==> config.mk <==
export PLATFORM = sky130hd
export DESIGN_NAME = pipelined_ripple_adder
export DESIGN_NICKNAME = d
export VERILOG_FILES = /design/src/rtl/pipelined_ripple_adder.sv
export SDC_FILE = /design/constraint.sdc
export NUM_CORES = 1
export LEC_CHECK = 0
export CAP_MARGIN = 10
export CORE_MARGIN = 2
export CORE_UTILIZATION = 60
export CTS_BUF_LIST = sky130_fd_sc_hd__clkbuf_4 sky130_fd_sc_hd__clkbuf_8
export CTS_CLUSTER_SIZE = 10
export DETAILED_ROUTE_END_ITERATION = 12
export HOLD_SLACK_MARGIN = 0.06
export PLACE_DENSITY_LB_ADDON = 0.25
export SYNTH_ARGS = -nofsm -noshare
export SYNTH_HDL_FRONTEND = slang
export SYNTH_SLANG_ARGS = --single-unit
==> constraint.sdc <==
create_clock -name clk -period 3.55 [get_ports clk]
set_input_delay 0.355 -clock clk [delete_from_list [all_inputs] [get_ports clk]]
set_output_delay 0.355 -clock clk [all_outputs]
set_load 0.02 [all_outputs]
==> src/rtl/pipelined_ripple_adder.sv <==
// pipelined_ripple_adder: WIDTH-bit add/subtract, carry chain cut into STAGES
// equal slices with a register stage after each slice. Valid/ready handshake on
// both sides, with per-stage bubble collapse.
//
// Optional feature macro: PIPELINED_RIPPLE_ADDER_OVF_EN
//   defined   -> extra output ovf (signed two's-complement overflow), pipelined with SUM
//   undefined -> no ovf port, no extra registers
//
// Ports:
//   clk        clock, rising edge
//   rst_n      asynchronous active-low reset
//   in_valid   operand transaction offered
//   in_ready   transaction accepted this cycle (combinational from state and out_ready)
//   A, B       operands (WIDTH bits)
//   ci         carry-in (add) / borrow-in (sub)
//   sub        0 = add, 1 = subtract
//   out_valid  result available
//   out_ready  consumer accepts result
//   SUM        result (WIDTH bits)
//   co         carry-out; in subtract mode 1 = no borrow
//   ovf        signed overflow (only with PIPELINED_RIPPLE_ADDER_OVF_EN)
module pipelined_ripple_adder #(
    parameter int unsigned WIDTH  = 16,
    parameter int unsigned STAGES = 4
) (
    input  logic             clk,
    input  logic             rst_n,
    input  logic             in_valid,
    output logic             in_ready,
    input  logic [WIDTH-1:0] A,
    input  logic [WIDTH-1:0] B,
    input  logic             ci,
    input  logic             sub,
    output logic             out_valid,
    input  logic             out_ready,
    output logic [WIDTH-1:0] SUM,
    output logic             co
`ifdef PIPELINED_RIPPLE_ADDER_OVF_EN
    ,
    output logic             ovf
`endif
);

    localparam int unsigned SW   = WIDTH / STAGES;
    localparam int unsigned LAST = STAGES - 1;

    // Per-stage state: valid, carry out of the slice, operands, accumulated result
    logic [STAGES-1:0] v_q;
    logic [STAGES-1:0] c_q;
    logic [WIDTH-1:0]  a_q [STAGES];
    logic [WIDTH-1:0]  b_q [STAGES];
    logic [WIDTH-1:0]  r_q [STAGES];

    // Flow control
    logic [STAGES-1:0] adv;
    logic [STAGES-1:0] load;
    logic              nxt;

    // Datapath: what each stage sees at its input and what it would register
    logic [WIDTH-1:0]  a_src [STAGES];
    logic [WIDTH-1:0]  b_src [STAGES];
    logic [WIDTH-1:0]  r_src [STAGES];
    logic [WIDTH-1:0]  r_d   [STAGES];
    logic [STAGES-1:0] c_src;
    logic [STAGES-1:0] c_d;
    logic [SW:0]       slice;

    // Advance chain resolved from the output backwards so an empty stage
    // always pulls from its predecessor, even while the output is stalled.
    always_comb begin
        adv      = '0;
        load     = '0;
        in_ready = 1'b0;
        nxt      = v_q[LAST] & out_ready;
        adv[LAST] = nxt;
        for (int k = int'(STAGES) - 2; k >= 0; k--) begin
            nxt    = v_q[k] & (~v_q[k+1] | nxt);
            adv[k] = nxt;
        end
        in_ready = ~v_q[0] | adv[0];
        load[0]  = in_valid & in_ready;
        for (int k = 1; k < int'(STAGES); k++) begin
            load[k] = adv[k-1];
        end
    end

    // One SW-bit ripple slice per stage; stage 0 works on the live inputs
    // with B and carry-in inverted for subtract.
    always_comb begin
        c_src    = '0;
        c_d      = '0;
        slice    = '0;
        a_src[0] = A;
        b_src[0] = B ^ {WIDTH{sub}};
        c_src[0] = ci ^ sub;
        r_src[0] = '0;
        for (int k = 1; k < int'(STAGES); k++) begin
            a_src[k] = a_q[k-1];
            b_src[k] = b_q[k-1];
            c_src[k] = c_q[k-1];
            r_src[k] = r_q[k-1];
        end
        for (int k = 0; k < int'(STAGES); k++) begin
            slice = {1'b0, a_src[k][k*SW +: SW]}
                  + {1'b0, b_src[k][k*SW +: SW]}
                  + (SW+1)'(c_src[k]);
            r_d[k]               = r_src[k];
            r_d[k][k*SW +: SW]   = slice[SW-1:0];
            c_d[k]               = slice[SW];
        end
    end

    // Stage registers: valid follows the handshake, data loads only on accept
    always_ff @(posedge clk or negedge rst_n) begin
        if (!rst_n) begin
            v_q <= '0;
            c_q <= '0;
            for (int k = 0; k < int'(STAGES); k++) begin
                a_q[k] <= '0;
                b_q[k] <= '0;
                r_q[k] <= '0;
            end
        end else begin
            for (int k = 0; k < int'(STAGES); k++) begin
                v_q[k] <= load[k] | (v_q[k] & ~adv[k]);
                if (load[k]) begin
                    a_q[k] <= a_src[k];
                    b_q[k] <= b_src[k];
                    r_q[k] <= r_d[k];
                    c_q[k] <= c_d[k];
                end
            end
        end
    end

`ifdef PIPELINED_RIPPLE_ADDER_OVF_EN
    // Carry into the MSB recovered as a ^ b ^ sum at that bit
    logic ovf_d;

    always_comb begin
        ovf_d = a_src[LAST][WIDTH-1] ^ b_src[LAST][WIDTH-1]
              ^ r_d[LAST][WIDTH-1] ^ c_d[LAST];
    end

    always_ff @(posedge clk or negedge rst_n) begin
        if (!rst_n) begin
            ovf <= 1'b0;
        end else if (load[LAST]) begin
            ovf <= ovf_d;
        end
    end
`endif

    assign out_valid = v_q[LAST];
    assign SUM       = r_q[LAST];
    assign co        = c_q[LAST];

endmodule

# Yosys cells after proc, flatten, opt, wreduce, memory -nomap -nowiden
# Index checks and enable logic that the tools add are counted.
# word_totals
register_bits,144
latchBits,0
ram_bits,0
mem_bits_ro,0
inputBits,38
elab_cells,50
mem_count,0
# classes
n_addsub,8
multipliers,0
n_div,0
n_lt_le_gt_ge,0
n_eq_ne,0
n_shift,0
muxes,0
bitwise_logic,27
n_reduce_logical,0
# op_table
cell,count
adder 4 x 4 -> 5 bit,4
adder 5 x 1 -> 5 bit,4
XOR 16 bit,1
bitwise AND 1 bit,9
inverter 1 bit,8
OR 1 bit,8
XOR 1 bit,1

# Logic depth before layout (Yosys ltp)
# logic_depth
depth_word,10
mapped_depth,8
ltp_nobuf,7

# Least setup slack after synthesis
# No wires, ideal clock.
# synth_timing
kind,input -> register
from,input sub
to,register c_q[0]
arrival_ps,2114
t_required_ps,3423
setup_slack_ps,1309
cell_stages,8
n_path_buf,2
cell_sequence,buf_2 buf_2 xor2_1 fa_1 fa_1 a21o_1 a21oi_1 o21ai_0
# synth_between
elab_chain_len,3
word_cells_on_any_way,4
cone_classes,2 x add/sub; 2 x bitwise
# synth_lines
item,line_no,text
"start, declared",33,"input logic sub,"
XOR 16 bit,94,b_src[0] = B ^ {WIDTH{sub}};
adder 4 x 4 -> 5 bit,105,"+ {1'b0, b_src[k][k*SW +: SW]}"
adder 5 x 1 -> 5 bit *,106,+ (SW+1)'(c_src[k]);
"end signal, assigned by index",130,c_q[k] <= c_d[k];
"end, declared",49,logic [STAGES-1:0] c_q;
# Mark *: on every way between the ends. The rest lies on a longest branch, timed or not.
# A chain may end at the register's enable or synchronous reset.

# Worst setup path after layout
# layout_timing
from,input out_ready
to,output in_ready
# layout_between
elab_chain_len,8
# layout_lines
item,line_no,text
"start, declared",35,"input logic out_ready,"
bitwise AND 1 bit,74,nxt = v_q[LAST] & out_ready;
OR 1 bit,77,nxt = v_q[k] & (~v_q[k+1] | nxt);
bitwise AND 1 bit,77,
OR 1 bit,77,
bitwise AND 1 bit,77,
OR 1 bit,77,
bitwise AND 1 bit,77,
OR 1 bit,80,in_ready = ~v_q[0] | adv[0];
"end, declared",29,"output logic in_ready,"
# No other way between the ends.

==> run metrics <==
fill count=475; Synth Instances=309; Fin. Hold Viols=0; P per Cell Area=711.2 mW/mm^2; total track usage=0.1841; #FFs+latches synth=96; area share of the largest cell type after synthesis=0.5714; Post-Synth Simple-Gate Area=0.03958; Syn Area/Cell=13.61 um^2; Ports=57; slew at the pin closest to its max-slew limit=around 0.96 ns; worst hold path class=in -> async; H-Tree Depth=3; Hold Buf Count CTS=0; core area=slightly below 0.007 mm^2; Die ar.=0.007692 mm^2; proportion of layout cells with a drive suffix above 1=0.2172; Seq pwr share=0.466; Area contributors post-synth=dfrtp_1 57%, mux2_2 15%, fa_1 3.8%; Final ANT Viol Nets=0; Hold WS=approximately 0.11 ns; root buf cell=clkbuf_8; Initial DRC Count=~110; initial core utilization=0.6188; PostCTS Resize Cnt=0; most common cell after layout, fill and taps aside=dfrtp_1; Worst Setup End Kind=primary output; first-pass GRT wire length=~11000 um; initial antenna violation count=0; Initial DRT Pass Iterations=4; chip height=87.71 um; Worst-path clk slew=around 0.08 ns; Comb pwr share=0.330; Clock power frac=0.204; number of buffers added on ports=56; Synth Warn #=0; Net Count, Synth=367; CP Buf/Inv Count=2; reported net switching power=roughly 1.1 mW; Tmin final=2.286 ns; cell family with most CP delay=buffers and inverters; Setup Total Neg Slack=0 ns; max-cap check violation count=0; status=completed; # setup viols final=0; CP Max Fanout=4; post-detailed-routing wire length=6293 um; multi-input logic area=~0.0017 mm^2; CTS tree=yes; ANT cells=0; CTS Buffer Depth=2; Detail Placement HPWL=4474 um; postcts setup bufs=0; skew final=0.01075 ns; cell row count=30; Internal=roughly 2.5 mW; commonest cells after routing, fill and taps aside=96 x dfrtp_1, 56 x mux2_2, 55 x clkdlybuf4s50_1; maximum clock frequency=between 400 and 500 MHz; Peak VDD IR=0.3388 mV; routed vias=around 2400; WP data arrival=a little under 2 ns; largest net degree at the start of global routing=73; Post-Synth Adder-Cell Area=0.07381; CP max stage delay=0.54 ns; Slew HR=0.3566; GPL Wtd Cong=0.7365; WS Path Type=in -> out; leakage=2.247 nW; Cell Chain, Critical Path=clkdlybuf4s50_1 > nand4b_2 > or2_2 > clkdlybuf4s50_1; Net Sw Frac=0.2974; Tot Pwr=around 3.6 mW; largest family of logic cells by synthesized area=multiplexers; xor-xnor portion of the synthesized cell area=0.05208; crit start category=input port; DR DRC count=0; Crit path top cell by count=clkdlybuf4s50_1; Slowest-stage cell, CP=clkdlybuf4s50_1; number of global-route vias before repair=~2400; RSZ-0062 raised after global routing=no; Compound-Gate Fraction of Synth Area=0.05863; Worst-Skew Late Latency=between 0.3 and 0.4 ns; Die X=87.71 um; register area=0.002402 mm^2; fin nets=~430; CTS buffer count=9; mux share of post-synthesis cell area=0.1768; DR vias/cell=5.060; Synth area leader=dfrtp_1; Max Slew Vio Count=0; Final period util=0.6441; Synth cell types=21; sequential fraction of the synthesis area=0.5714; wire per inst=13.42 um; Sink Count=96; global route overflow=0; required time worst endpoint=3.19 ns; Layout area overhead=20.09%; cell area after synthesis=roughly 0.0042 mm^2
[final cells by class]
type	count	area share
Clock buffer	14	0.03445
Clock inverter	2	0.007435
Inverter	9	0.006691
Multi-Input combinational cell	191	0.3338
Sequential cell	96	0.4758
Tap cell	96	0.02379
Timing Repair Buffer	61	0.1180
[power groups by stage]
stage / combinational (mW) / sequential (mW) / clock [mW]
CTS: 1.20 / 1.68 / 0.747
detailed placement: 1.19 / 1.70 / 0
finish: 1.18 / 1.67 / 0.732
global placement: 1.15 / 1.69 / 0
global route: 1.32 / 1.73 / 0.796
floorplan: 0.699 / 1.77 / 0
[worst register-to-register path: cells and delay by family (launching register included)]
kind | cells | cell delay, ns
adders and majority gates | 2 | 0.90
AOI/OAI and AO/OA | 3 | 0.44
DFF | 1 | 0.41
[cells by family after synthesis]
logic type,after synthesis
flip-flops,96
multiplexers,66
AO/OA/AOI/OAI,43
AND/OR/NAND/NOR,37
XOR/XNOR,25
buffers and inverters,22
adder cells (fa/ha/maj),20
[final timing paths]
kind                            from        to  slack [ns]  cells after the start
setup / recovery           out_ready  in_ready        1.26                      4
hold / removal                 rst_n    SUM[1]        0.11                      1
setup reg to reg              c_q[2]    c_q[3]        1.66                      5
hold reg to reg              b_q[61]   b_q[61]        0.49                      2
max in group asynchronous      rst_n   r_d[22]        2.71                      2
min in group clk             b_q[61]   b_q[61]        0.49                      2
[registers in the layout, indices dropped and copies added (netlist names)]
register	cells
c_q	4
a_q	24
v_q	4
b_q	24
SUM	16
r_d	24
[layer usage]
| layer | part of all wire | track usage | vias to the layer above |
|---|---|---|---|
| li1 | - | - | 1165 |
| met1 | 0.47 | 0.2537 | 1151 |
| met2 | 0.48 | 0.2913 | 45 |
| met3 | 0.029 | 0.03864 | 12 |
| met4 | 0.019 | 0.06993 | 0 |
| met5 | 0 | 0 | - |
[through the flow]
step / cells / utilization / area [um^2] / worst slack [ns]
after floorplan: 309 / - / 4204 / 1.309
after global placement: 453 / 0.7120 / 4837 / 1.056
after detailed placement: 453 / 0.7120 / 4837 / 1.009
after CTS: 469 / 0.7431 / 5049 / 1.260
after global routing: 469 / 0.7431 / 5049 / 1.185
final: 469 / 0.7431 / 5049 / 1.264
[Yosys cell counts]
library cell   n
buf_4          2
buf_6          2
nand4b_2       1
ha_1          12
mux2_2        56
nand2_1       29
a21o_1         8
inv_1          9
nand3b_1       1
xnor2_1       13
mux2_1        10
nor2_1         1
o21ai_0       25
nand2b_1       4
xor2_1        12
buf_2          9
or2_2          1
fa_1           8
o21ai_4        1
dfrtp_1       96
a21oi_1        9
No activity file was read; power rests on OpenSTA's default activity.
